==> src/rtl/i2c_slave.sv <==
// rtl/i2c_slave.sv - I2C target with pointer-addressed register file and host-side access port
module i2c_slave #(
  parameter logic [6:0] SLAVE_ADDR = 7'h55,
  parameter int          NUM_REGS   = 16
) (
  input  logic                        clk,
  input  logic                        rst,
  input  logic                        scl_i,
  input  logic                        sda_i,
  output logic                        sda_oe,
  input  logic                        host_we,
  input  logic [$clog2(NUM_REGS)-1:0] host_addr,
  input  logic [7:0]                  host_wdata,
  output logic [7:0]                  host_rdata,
  output logic                        wr_pulse,
  output logic                        busy
);
  localparam int AW = $clog2(NUM_REGS);

  typedef enum logic [3:0] {
    S_IDLE, S_ADDR, S_ADDR_ACK, S_PTR, S_PTR_ACK, S_WDATA, S_WDATA_ACK, S_RDATA, S_RACK
  } state_t;

  state_t        r_state, w_state_nxt;
  logic          r_scl_m, r_scl_s, r_scl_d;
  logic          r_sda_m, r_sda_s, r_sda_d;
  logic [7:0]    r_regs [NUM_REGS];
  logic [AW-1:0] r_ptr, w_ptr_nxt;
  logic [6:0]    r_shift, w_shift_nxt;
  logic [2:0]    r_cnt, w_cnt_nxt;
  logic          r_sda_oe, w_oe_nxt;
  logic          r_busy, w_busy_nxt;
  logic          r_rw, w_rw_nxt;
  logic          r_wr_pulse, w_wr_en;
  logic          w_scl_rise, w_scl_fall, w_start, w_stop;
  logic [7:0]    w_byte, w_rd_byte;

  assign w_scl_rise = r_scl_s & ~r_scl_d;
  assign w_scl_fall = ~r_scl_s & r_scl_d;
  assign w_start    = r_scl_s & r_sda_d & ~r_sda_s;
  assign w_stop     = r_scl_s & ~r_sda_d & r_sda_s;
  assign w_byte     = {r_shift, r_sda_s};
  assign w_rd_byte  = r_regs[r_ptr];

  assign host_rdata = r_regs[host_addr];
  // Release SDA in the same cycle rst rises, not one cycle later.
  assign sda_oe     = r_sda_oe & ~rst;
  assign busy       = r_busy;
  assign wr_pulse   = r_wr_pulse;

  always_ff @(posedge clk) begin
    if (rst) begin
      {r_scl_m, r_scl_s, r_scl_d} <= 3'b111;
      {r_sda_m, r_sda_s, r_sda_d} <= 3'b111;
    end else begin
      {r_scl_m, r_scl_s, r_scl_d} <= {scl_i, r_scl_m, r_scl_s};
      {r_sda_m, r_sda_s, r_sda_d} <= {sda_i, r_sda_m, r_sda_s};
    end
  end

  always_ff @(posedge clk) begin
    if (rst) r_state <= S_IDLE;
    else     r_state <= w_state_nxt;
  end

  always_comb begin
    w_state_nxt = r_state;
    w_oe_nxt    = r_sda_oe;
    w_busy_nxt  = r_busy;
    w_cnt_nxt   = r_cnt;
    w_shift_nxt = r_shift;
    w_ptr_nxt   = r_ptr;
    w_rw_nxt    = r_rw;
    w_wr_en     = 1'b0;
    if (w_start) begin
      w_state_nxt = S_ADDR;
      w_cnt_nxt   = 3'd0;
      w_oe_nxt    = 1'b0;
    end else if (w_stop) begin
      w_state_nxt = S_IDLE;
      w_oe_nxt    = 1'b0;
      w_busy_nxt  = 1'b0;
    end else begin
      case (r_state)
        S_ADDR, S_PTR, S_WDATA: begin
          if (w_scl_rise) begin
            w_shift_nxt = w_byte[6:0];
            w_cnt_nxt   = r_cnt + 3'd1;
            if (r_cnt == 3'd7) begin
              case (r_state)
                S_ADDR: begin
                  if (w_byte[7:1] == SLAVE_ADDR) begin
                    w_state_nxt = S_ADDR_ACK;
                    w_busy_nxt  = 1'b1;
                    w_rw_nxt    = w_byte[0];
                  end else begin
                    w_state_nxt = S_IDLE;
                    w_busy_nxt  = 1'b0;
                  end
                end
                S_PTR: begin
                  w_ptr_nxt   = w_byte[AW-1:0];
                  w_state_nxt = S_PTR_ACK;
                end
                default: begin
                  w_wr_en     = 1'b1;
                  w_ptr_nxt   = r_ptr + AW'(1);
                  w_state_nxt = S_WDATA_ACK;
                end
              endcase
            end
          end
        end
        // First falling edge pulls SDA for the ACK slot; the second ends it.
        S_ADDR_ACK, S_PTR_ACK, S_WDATA_ACK: begin
          if (w_scl_fall) begin
            w_cnt_nxt = 3'd0;
            if (!r_sda_oe) begin
              w_oe_nxt = 1'b1;
            end else if (r_state == S_ADDR_ACK && r_rw) begin
              w_shift_nxt = w_rd_byte[6:0];
              w_oe_nxt    = ~w_rd_byte[7];
              w_state_nxt = S_RDATA;
            end else begin
              w_oe_nxt    = 1'b0;
              w_state_nxt = (r_state == S_ADDR_ACK) ? S_PTR : S_WDATA;
            end
          end
        end
        S_RDATA: begin
          if (w_scl_fall) begin
            if (r_cnt == 3'd7) begin
              w_oe_nxt    = 1'b0;
              w_state_nxt = S_RACK;
            end else begin
              w_oe_nxt    = ~r_shift[6];
              w_shift_nxt = {r_shift[5:0], 1'b0};
              w_cnt_nxt   = r_cnt + 3'd1;
            end
          end
        end
        S_RACK: begin
          if (w_scl_rise) begin
            w_ptr_nxt = r_ptr + AW'(1);
            if (r_sda_s) begin
              w_state_nxt = S_IDLE;
              w_busy_nxt  = 1'b0;
            end
          end else if (w_scl_fall) begin
            w_shift_nxt = w_rd_byte[6:0];
            w_oe_nxt    = ~w_rd_byte[7];
            w_cnt_nxt   = 3'd0;
            w_state_nxt = S_RDATA;
          end
        end
        default: ;
      endcase
    end
  end

  always_ff @(posedge clk) begin
    if (rst) begin
      r_sda_oe   <= 1'b0;
      r_busy     <= 1'b0;
      r_cnt      <= 3'd0;
      r_shift    <= 7'd0;
      r_ptr      <= '0;
      r_rw       <= 1'b0;
      r_wr_pulse <= 1'b0;
    end else begin
      r_sda_oe   <= w_oe_nxt;
      r_busy     <= w_busy_nxt;
      r_cnt      <= w_cnt_nxt;
      r_shift    <= w_shift_nxt;
      r_ptr      <= w_ptr_nxt;
      r_rw       <= w_rw_nxt;
      r_wr_pulse <= w_wr_en;
    end
  end

  // Bus commit is issued after the host write so it wins on the same index.
  always_ff @(posedge clk) begin
    if (rst) begin
      for (int i = 0; i < NUM_REGS; i++) r_regs[i] <= 8'd0;
    end else begin
      if (host_we) r_regs[host_addr] <= host_wdata;
      if (w_wr_en) r_regs[r_ptr] <= w_byte;
    end
  end
endmodule

==> config.mk <==
export PLATFORM = sky130hd
export DESIGN_NAME = i2c_slave
export DESIGN_NICKNAME = d
export VERILOG_FILES = /design/src/rtl/i2c_slave.sv
export SDC_FILE = /design/constraint.sdc
export NUM_CORES = 1
export LEC_CHECK = 0
export ABC_AREA = 0
export BUFFER_PORTS_ARGS = -buffer_cell sky130_fd_sc_hd__buf_2
export CORE_MARGIN = 3
export CORE_UTILIZATION = 45
export DETAILED_ROUTE_END_ITERATION = 6
export SETUP_SLACK_MARGIN = 0.2
export SLEW_MARGIN = 20
export SYNTH_ARGS = -nofsm -noshare
export SYNTH_HDL_FRONTEND = slang
export SYNTH_SLANG_ARGS = --single-unit
==> constraint.sdc <==
create_clock -name clk -period 5.1 [get_ports clk]
set_clock_uncertainty 0.1 [all_clocks]
set_input_delay 0.255 -clock clk [delete_from_list [all_inputs] [get_ports clk]]
set_output_delay 0.255 -clock clk [all_outputs]
set_load 0.01 [all_outputs]
# Word-level counts from Yosys, hierarchy flattened
# Memory sizes are Yosys's and may differ from the RTL's. A register that Yosys moved wholly into a read port is not among the register bits.
# Cells that the tools add are included.
op_classes:
  addsub: 2
  n_eq_ne: 37
  n_mux: 74
  bitwise_logic: 16
  reduce_logical: 21
op_table:
  columns: ["op", "count"]
  rows:
  - ["4-bit two-way mux", 16]
  - ["7-bit two-way mux", 8]
  - ["1-bit two-way mux", 32]
  - ["7-bit case mux with 4 select lines", 1]
  - ["2-bit != test, second input constant", 12]
  - ["4-bit != test, second input constant", 6]
  - ["4-bit case mux with 2 select lines", 3]
  - ["3-bit two-way mux", 7]
  - ["3-bit != test, second input constant", 7]
  - ["7-bit AND reduction", 3]
  - ["9-bit AND reduction", 2]
  - ["4-bit by 3-bit equality test with 1-bit output, second input constant", 4]
  - ["8-bit two-way mux", 2]
  - ["4-bit case mux with 4 select lines", 1]
  - ["8-bit OR reduction", 2]
  - ["3-bit case mux with 4 select lines", 1]
  - ["11-bit AND reduction", 1]
  - ["5-bit != test, second input constant", 2]
  - ["1-bit NOT", 9]
  - ["3-bit OR reduction", 3]
  - ["4-bit by 2-bit equality test with 1-bit output, second input constant", 2]
  - ["1-bit AND", 7]
  - ["7-bit equality test, second input constant", 1]
  - ["6-bit AND reduction", 1]
  - ["15 further kinds", 17]
totals:
  regBits: 28
  ram_bits: 128
  in_bits: 17
  elab_cells: 166
  mem_count: 1
mem_list:
  columns: ["name", "words", "width", "read_ports", "rd_ports_with_merged_regs", "write_ports", "line", "source"]
  rows:
  - ["r_regs", 16, 8, 2, 1, 16, "27", "logic [7:0] r_regs [NUM_REGS];"]

# Logic depth before layout (Yosys ltp)
# Gate-level depths: netlist of the first run.
logic_depth:
  ltp_word: 13
  ltp_mapped: 9
  ltp_nobuf: 7

# Worst setup path after synthesis of the first run
# Ideal clock, no wire load.
synth_timing:
  kind: "register to register"
  start: "reg r_cnt[0]"
  end: "mem r_regs[0][0] (enable)"
  setup_time_ns: 0.328
  arrival_time_ns: 1.964
  slack_ns: 2.708
  path_stages_with_launch: 8
  path_buffers: 1
  path_cell_list: "dfxtp_1 > ha_1 > ha_1 > a21boi_2 > nand4_4 > buf_4 > nor4_2 > or3_1"
synth_rtl:
  columns: ["item", "line", "source"]
  rows:
  - ["start, declared", "30", "logic [2:0] r_cnt, w_cnt_nxt;"]
  - ["start signal, assigned", "173", "r_cnt <= w_cnt_nxt;"]
  - ["end, declared", "27", null]

==> flow_summary.json, run 1 <==
{
  "synth_largest_area_cell": "edfxtp_1",
  "slew_headroom_pct": 29.1,
  "synth_top_area_share_pct": 38.5,
  "reg2reg_slack_ns": 1.83,
  "path_class": "reg2reg",
  "cts_sinks": 160,
  "clockPowerShare_pct": 35.7,
  "cts-htree-levels": 4,
  "r2r_start": "r_sda_s",
  "clock_latency_ns": 0.43,
  "p_seq_share_pct": 42.6,
  "finalCritPeriodShare_pct": 64.2,
  "met2_usage_pct": 42.0,
  "internal-power_mw": 2.56,
  "coreArea_um2": 21400,
  "preCtsSetupSlack_ns": 1.87,
  "rows": 53,
  "synth_common_cells": "257 x nand2_1, 128 x edfxtp_1, 110 x o21ai_0, 71 x mux4_2, 42 x clkbuf_1",
  "top_usage_layer": "met2",
  "hold_ws_ns": 0.294,
  "final.setup.tns_ns": 0,
  "viasPerCell": 6.44,
  "synth_warnings": 0,
  "finalHoldViolCount": 0,
  "vias": 7898,
  "p_sw_mw": 1.18,
  "ant_nets": 0,
  "grt_use_met3_pct": 6.40,
  "maxCapViolations": 0,
  "reg2reg_to": "r_regs[5][6]",
  "synth_area_um2": 9990,
  "yosys-top-cells-area": "edfxtp_1 38%, mux4_2 16%, nand2_1 9.7%",
  "dp_hpwl_um": 22200,
  "worstRegToRegCells": 5,
  "ys_async_sr_fraction_pct": 0,
  "swShare_pct": 31.5,
  "cp.required_ns": 5.11,
  "yosysMostFrequentCell": "nand2_1",
  "max_freq_ghz": 0.306,
  "avgSynthCellArea_um2": 10.4,
  "fin_crit_ns": 3.27,
  "grt_usage_pct": 27.6,
  "hold_path_class": "reg2reg",
  "antennaDiodeCount": 0,
  "grt_start_max_net_pins": 39,
  "wire_per_inst_um": 26.6,
  "cp_max_fo": 18,
  "die_w_um": 155,
  "worst_slew_pin_slew_ns": 1.06,
  "slew_viol_final": 0,
  "synthDistinctLibCells": 66,
  "cp-start-kind": "register",
  "cts_setup_buffers": 0,
  "ys.flop_type": "edfxtp_1",
  "cp-end-kind": "register",
  "drive_gt1_share_pct": 19.0,
  "place_inst": 1194,
  "synth_fp_nets": 982,
  "vdd_drop_max_mv": 0.257,
  "wl_um": 32600,
  "setup_viol": 0,
  "ys_seq_area_share_pct": 44.9,
  "rsz0062_at_grt": "false",
  "status": "completed",
  "p_leak_nw": 3.44,
  "grt_remaining_overflow": 0,
  "cts_resized": 0,
  "io_pins": 28,
  "hold_path_end": "r_scl_s",
  "min_from": "r_scl_m",
  "final-instance-count-excl-fill": 1227,
  "cts_buffers": 17,
  "portBuffers": 27,
  "syn_to_final_growth_pct": 9.28,
  "nets": 965,
  "dieArea_um2": 24000,
  "powerDensity_nw_per_um2": 342,
  "cts_tree": "built",
  "comb_power_share_pct": 21.7,
  "cts_hold_buffers": 2,
  "ys_ff_latch": 160,
  "cts_max_path_buffers": 2,
  "root_buffer": "clkbuf_16",
  "arrival_ns": 3.28,
  "grt_pass1_wl_um": 48700,
  "drc_errors": 0,
  "hold_depth": 1,
  "drt-pass1-iter-count": 6,
  "gp_congestion": 0.952,
  "clk_pin_slew_worst_paths_ns": 0.06,
  "initial_core_util_pct": 46.6,
  "antenna_found_initial": 2,
  "drtIter0Drc": 1322,
  "grt_pass1_vias": 7434,
  "syn_inst": 957,
  "die_h_um": 155,
  "synth_edf_count": 128,
  "fin_ws_ns": 1.83,
  "grt_use_met1_pct": 39.1
}
[stage by stage]
step	instance area [µm²]	util [%]	power, mW
floorplan	9990	-	2.06
global placement	10300	48.1	2.40
detailed placement	10300	48.1	2.40
CTS	10900	50.9	3.73
global route	10900	50.9	3.84
finish	10900	50.9	3.74
[how the worst max path moves through the flow]
stage	start	to	cells past startpoint
2_1_floorplan	r_cnt[0]	r_regs[0][0]	7
3_3_place_gp	r_sda_s	r_regs[4][2]	5
3_5_place_dp	r_sda_s	r_regs[5][5]	5
4_1_cts	r_sda_s	r_regs[5][6]	5
5_1_grt	r_sda_s	r_regs[5][6]	5
6_report	r_sda_s	r_regs[5][6]	5
[state kept, by name, summed over array words and instances (netlist names), named ones only]
name / flops
r_sda_d: 1
r_sda_s: 1
r_scl_m: 1
r_rw: 1
r_scl_s: 1
r_cnt: 3
r_state: 4
busy: 1
r_sda_oe: 1
r_regs: 128
r_sda_m: 1
r_scl_d: 1
wr_pulse: 1
r_shift: 7
r_ptr: 4
[area by class of cell]
type                    instances  area, µm²
well taps                     275        344
flip-flops and latches        160       4490
clock inverters                13        170
repair buffers                 52        328
clock buffers                  18        429
multi-input cells             685       5070
fillers                      1930      10500
inverters                      24       90.1
[cell families (layout without fill, tap and decap cells)]
group	count (synthesis)	after routing	share of synthesized area (%)
simple gates	374	374	18.1
compound gates	214	214	13.4
flops	160	160	44.9
buf+inv	112	107	4.80
mux	88	88	17.7
fa+ha+maj	8	8	1.00
xor+xnor	1	1	0.0877
[layer usage]
layer	part of all wire, %	up-vias
met5	0.080	-
met4	3.4	4
met3	11	94
met2	45	444
met1	40	3820
li1	-	3536
[critical path, cell delays in order (launching register included)]
cell and delay [ns]:
dfxtp_1 0.48, buf_4 0.29, nand3b_1 0.28, nand4_4 0.52
nor4_4 0.89, or3b_2 0.38
[power groups by stage]
| stage | registers [mW] | clock network, mW | logic [mW] |
|---|---|---|---|
| 2_1_floorplan | 1.56 | 0 | 0.508 |
| 3_3_place_gp | 1.62 | 0 | 0.788 |
| 4_1_cts | 1.59 | 1.35 | 0.789 |
| 3_5_place_dp | 1.62 | 0 | 0.784 |
| 6_report | 1.59 | 1.33 | 0.811 |
| 5_1_grt | 1.60 | 1.40 | 0.839 |
[layout by cell type (no fill, tap or decap), types with 3 or more instances in the layout]
master / n
a211oi_1: 14
o31ai_1: 34
mux4_2: 71
a21oi_1: 26
inv_1: 24
a221oi_1: 3
ha_1: 8
or3_1: 18
nor3_1: 13
or3b_2: 4
buf_4: 23
buf_2: 27
o21ai_0: 110
nand2b_1: 6
or2_2: 5
nor2_1: 19
and3_1: 3
clkinv_1: 3
nor4_4: 7
nor2b_1: 5
nand2_1: 257
bufinv_16: 4
nand3b_1: 4
nor4_2: 9
nand3_1: 8
dfxtp_1: 31
mux2i_1: 17
edfxtp_1: 128
clkbuf_16: 17
(Power assumes the default switching activity.)
==> run 2: changes to the inputs <==
==> constraint.sdc (replaced) <==
create_clock -name clk -period 3.3 [get_ports clk]
set_clock_uncertainty 0.1 [all_clocks]
set_input_delay 0.165 -clock clk [delete_from_list [all_inputs] [get_ports clk]]
set_output_delay 0.165 -clock clk [all_outputs]
set_load 0.01 [all_outputs]
==> run 2 against run 1 <==
Compared with the run above: combinational power up 58%; cell count increased by 2.7%; maximum frequency up 16%; critical path depth rose by 3; largest cell class unchanged; highest routed layer is now met4.
==> flow_summary.json, run 2 (same netlist as run 1, synthesis figures left out) <==
{
  "vdd_drop_max_mv": 0.319,
  "clock_latency_ns": 0.44,
  "hold_ws_ns": 0.197,
  "arrival_ns": 2.84,
  "cts_max_path_buffers": 2,
  "maxCapViolations": 0,
  "drive_gt1_share_pct": 21.8,
  "cp_max_fo": 17,
  "seqCellArea_um2": 4490,
  "clk_pin_slew_worst_paths_ns": 0.07,
  "ant_nets": 0,
  "largest_reg_flops": 128,
  "grt_pass1_wl_um": 49300,
  "drc_errors": 0,
  "hold_path_class": "in2reg",
  "root_buffer": "clkbuf_16",
  "portBuffers": 27,
  "cp_cell_sequence": "ha_1 > ha_1 > a21boi_2 > nand4_4 > buf_4 > nor4_2 > buf_4 > or3_1",
  "placed_area_um2": 10600,
  "cts_tree": "built",
  "layout_commonest_cell": "nand2_1",
  "cp_slowest_cell": "nor4_2",
  "wire_per_inst_um": 26.2,
  "cp-end-kind": "register",
  "fin_ws_ns": 0.471,
  "cp.required_ns": 3.31,
  "viasPerCell": 6.40,
  "slew_headroom_pct": 34.8,
  "finalHoldViolCount": 0,
  "dieArea_um2": 24000,
  "cts_buffers": 17,
  "rsz0062_at_grt": "false",
  "powerDensity_nw_per_um2": 509,
  "grt_remaining_overflow": 0,
  "p_leak_nw": 3.61,
  "wl_um": 33000,
  "max_freq_ghz": 0.354,
  "grt_pass1_vias": 7500,
  "regMostFlops": "r_regs",
  "dp_hpwl_um": 22600,
  "grt_usage_pct": 27.9,
  "die_h_um": 155,
  "path_buf_inv": 2,
  "gp_congestion": 0.896,
  "reg_top3": "r_regs: 128 flops, r_shift: 7 flops",
  "path_class": "reg2reg",
  "grt_start_max_net_pins": 32,
  "initial_core_util_pct": 46.6,
  "status": "completed",
  "final_area_um2": 11100,
  "coreArea_um2": 21400,
  "final_cell_mix": "257 x nand2_1, 128 x edfxtp_1, 110 x o21ai_0, 71 x mux4_2, 53 x buf_4",
  "antennaDiodeCount": 0,
  "nets": 997,
  "fin_crit_ns": 2.83,
  "antenna_found_initial": 0,
  "drt-pass1-iter-count": 7,
  "drtIter0Drc": 1188,
  "cp_top_family": "simple AND/OR/NAND/NOR gates",
  "setup_viol": 0,
  "slew_viol_final": 0,
  "multi_input_area_um2": 5070,
  "slowest_delay_ns": 0.40,
  "rows": 53,
  "fillers": 1908,
  "io_pins": 28,
  "die_w_um": 155,
  "worst_slew_pin_slew_ns": 0.976,
  "cts_sinks": 160,
  "syn_to_final_growth_pct": 11.5,
  "vias": 8059,
  "cts-htree-levels": 4,
  "finalCritPeriodShare_pct": 85.7,
  "reg2reg_slack_ns": 0.47,
  "cts_setup_buffers": 0,
  "preCtsSetupSlack_ns": 0.514,
  "cp-start-kind": "register",
  "final.setup.tns_ns": 0
}
-- run 2: changes by cell type in the layout (fill, tap and decap cells not counted) --
cell	change
bufinv_16	-3
buf_4	+30
buf_12	+2
inv_6	+4
clkinv_1	-1
clkinvlp_4	-1
inv_8	+2
clkinvlp_2	-1
clkinv_4	+1
-- run 2: repair_timing --
action / CTS / global route
hold buffers: 2 / 0
endpoints found under the setup margin: 0 / 0
gates resized for setup: 0 / 0
endpoints found under the hold margin: 2 / 0
-- run 2: report_power, final --
group	leakage, nW	switching (mW)	total, mW	internal (mW)
sequential	1.48	0.114	2.44	2.32
clock	0.274	0.899	1.95	1.05
combinational	1.85	0.876	1.28	0.405
-- run 2: path summary, 6_finish.rpt --
path	start	cells past startpoint	to
max	r_cnt[0]	8	r_regs[7][7]
max reg2reg	r_cnt[0]	8	r_regs[7][7]
min	host_wdata[0]	3	r_regs[3][0]
min reg2reg	r_sda_m	1	r_sda_s
-- run 2: worst reg2reg max path, delay by kind of cell, from the launching register on --
kind,cells,cell delay [ns]
AND/OR/NAND/NOR,3,0.92
adder cells (fa/ha/maj),2,0.37
buffers and inverters,2,0.51
flip-flops,1,0.34
AO/OA/AOI/OAI,1,0.26
-- run 2: final cells by class --
type,count,share of cell area (%)
multi-input cells,685,45.5
flip-flops and latches,160,40.3
repair buffers,84,5.32
clock buffers,18,3.85
well taps,275,3.09
clock inverters,14,1.17
inverters,24,0.809
-- run 2: metal layers --
metal | part of all wire (%) | track usage [%]
met5 | 0 | 0
met4 | 1.5 | 6.35
met3 | 9.8 | 5.54
met2 | 47 | 43.7
met1 | 42 | 40.5
-- run 2: stage by stage --
step                      total power, mW  cells  util, %
after floorplan                      3.19    957        -
after global routing                 5.83   1260     52.0
after CTS                            5.65   1260     52.0
after detailed placement             3.73   1226     49.3
after global placement               3.72   1226     49.3
final                                5.67   1260     52.0
==> run 3: changes to the inputs <==
--- a/config.mk
+++ b/config.mk
@@ -6,10 +6,11 @@
 export NUM_CORES = 1
 export LEC_CHECK = 0
 export ABC_AREA = 0
-export BUFFER_PORTS_ARGS = -buffer_cell sky130_fd_sc_hd__buf_2
 export CORE_MARGIN = 3
 export CORE_UTILIZATION = 45
+export CTS_CLUSTER_SIZE = 8
 export DETAILED_ROUTE_END_ITERATION = 6
+export DONT_BUFFER_PORTS = 1
 export SETUP_SLACK_MARGIN = 0.2
 export SLEW_MARGIN = 20
 export SYNTH_ARGS = -nofsm -noshare
==> run 3 against run 2 <==
Compared with the run above: the run now ends with design-rule violations left; combinational power fell by 8%; design area fell by 1.1%; worst hold slack got worse by 0.14 ns; die area did not move; wire length fell by 0.98%; non-clock buffer count fell by 33; critical path depth fell by 2; total power rose by 0.29%; global-route usage fell by 0.36 points; core utilization fell by 0.55 points; via count fell by 1.6%.
==> flow_summary.json, run 3 (same netlist as run 1, synthesis figures left out) <==
{
  "preCtsSetupSlack_ns": 0.542,
  "die_h_um": 155,
  "rsz0062_at_grt": "false",
  "final_cell_mix": "257 x nand2_1, 128 x edfxtp_1, 110 x o21ai_0, 71 x mux4_2, 38 x buf_4",
  "min_from": "rst",
  "slew_headroom_pct": 40.1,
  "vdd_drop_max_mv": 0.340,
  "wl_um": 32700,
  "gp_congestion": 0.927,
  "grt_pass1_vias": 7336,
  "cts_buffers": 17,
  "die_w_um": 155,
  "rows": 53,
  "reg_top3": "r_regs: 128 flops, r_shift: 7 flops",
  "cts_sinks": 160,
  "dp_hpwl_um": 21900,
  "status": "finished, violations left",
  "maxCapViolations": 0,
  "path_class": "reg2reg",
  "root_buffer": "clkbuf_16",
  "cp_max_fo": 18,
  "wire_per_inst_um": 26.6,
  "violations": "design-rule violations",
  "worst_slew_pin_slew_ns": 0.896,
  "cp-start-kind": "register",
  "initial_core_util_pct": 46.6,
  "fin_ws_ns": 0.509,
  "clock_latency_ns": 0.44,
  "viasPerCell": 6.47,
  "cts_tree": "built",
  "max_freq_ghz": 0.358,
  "io_pins": 28,
  "grt_usage_pct": 27.5,
  "r2r_start": "r_cnt[0]",
  "finalHoldViolCount": 0,
  "grt_pass1_wl_um": 48600,
  "p_leak_nw": 3.47,
  "antennaDiodeCount": 0,
  "setup_viol": 0,
  "syn_to_final_growth_pct": 10.3,
  "slew_viol_final": 0,
  "fillers": 1889,
  "largest_reg_flops": 128,
  "clk_pin_slew_worst_paths_ns": 0.07,
  "antenna_found_initial": 2,
  "nets": 964,
  "hold_path_class": "in2reg",
  "grt_start_max_net_pins": 39,
  "vias": 7934,
  "layout.core_utilization_pct": 51.4,
  "fin_crit_ns": 2.79,
  "regMostFlops": "r_regs",
  "critPathLaunch": "r_cnt[0]",
  "layout_commonest_cell": "nand2_1",
  "cts-htree-levels": 4,
  "final.setup.tns_ns": 0,
  "drtIter0Drc": 1052,
  "drive_gt1_share_pct": 18.5,
  "coreArea_um2": 21400,
  "ant_nets": 0,
  "power_mw": 5.69,
  "cp-end-kind": "register",
  "cp.required_ns": 3.29,
  "arrival_ns": 2.79,
  "powerDensity_nw_per_um2": 516,
  "drt-pass1-iter-count": 7,
  "finalCritPeriodShare_pct": 84.6,
  "grt_remaining_overflow": 0,
  "cts_max_path_buffers": 2,
  "drc_errors": 6,
  "dieArea_um2": 24000,
  "portBuffers": 0
}
run 3: cell count changes in the layout (fill, tap and decap cells not counted), sizes merged:
cell | before | now
buf | 82 | 40
bufinv | 1 | 2
clkbuf | 18 | 17
clkinv | 6 | 2
clkinvlp | 1 | 2
dlygate4sd3 | 2 | 11
inv | 30 | 33
run 3: timing repair:
action / CTS / global route
gates resized for setup: 0 / 0
hold buffers: 11 / 0
buffers inserted: 0 / 0
hold endpoints to repair: 127 / 0
run 3: per-layer routing:
metal  global-route usage [%]  vias up  wire, µm
met4                     8.58        6       921
met1                     38.8     3875     13200
met2                     41.0      461     14800
met3                     8.65       63      3760
li1                         -     3529         -
met5                        0        -        38
run 3: stage by stage:
| stage | hold slack, ns | instances | instance area (µm²) |
|---|---|---|---|
| 6_report | 0.0577 | 1227 | 11000 |
| 5_1_grt | 0.0482 | 1227 | 11000 |
| 4_1_cts | 0.0295 | 1227 | 11000 |
| 3_5_place_dp | 0.154 | 1184 | 10300 |
| 3_3_place_gp | 0.153 | 1184 | 10300 |
| 2_1_floorplan | 0.169 | 957 | 9990 |
run 3: report_power, final:
group,switching [mW],internal (mW),total [mW]
Sequential,0.127,2.32,2.45
Clock,0.916,1.14,2.06
Combinational,0.791,0.387,1.18
run 3: layout make-up:
class                      instances  area, µm²  share of cell area [%]
sequential                       160       4490                    40.7
timing repair buffer              51        435                    3.95
inverter                          24       90.1                   0.818
tap                              275        344                    3.12
clock inverter                    15        173                    1.57
multi-input combinational        685       5070                    46.0
clock buffer                      17        425                    3.86
run 3: final timing paths:
path,slack [ns],end,cells after the start
worst max-delay path,0.51,r_regs[14][4],6
worst min-delay path,0.06,r_regs[9][7],1
worst max register to register,0.51,r_regs[14][4],6
worst min register to register,0.30,r_sda_s,1
run 3: worst max-delay path: stages (launching register included):
cell	delay (ns)
dfxtp_1	0.35
ha_1	0.16
ha_1	0.18
a21boi_2	0.24
nand4_4	0.52
nor4_2	0.48
or3_1	0.39
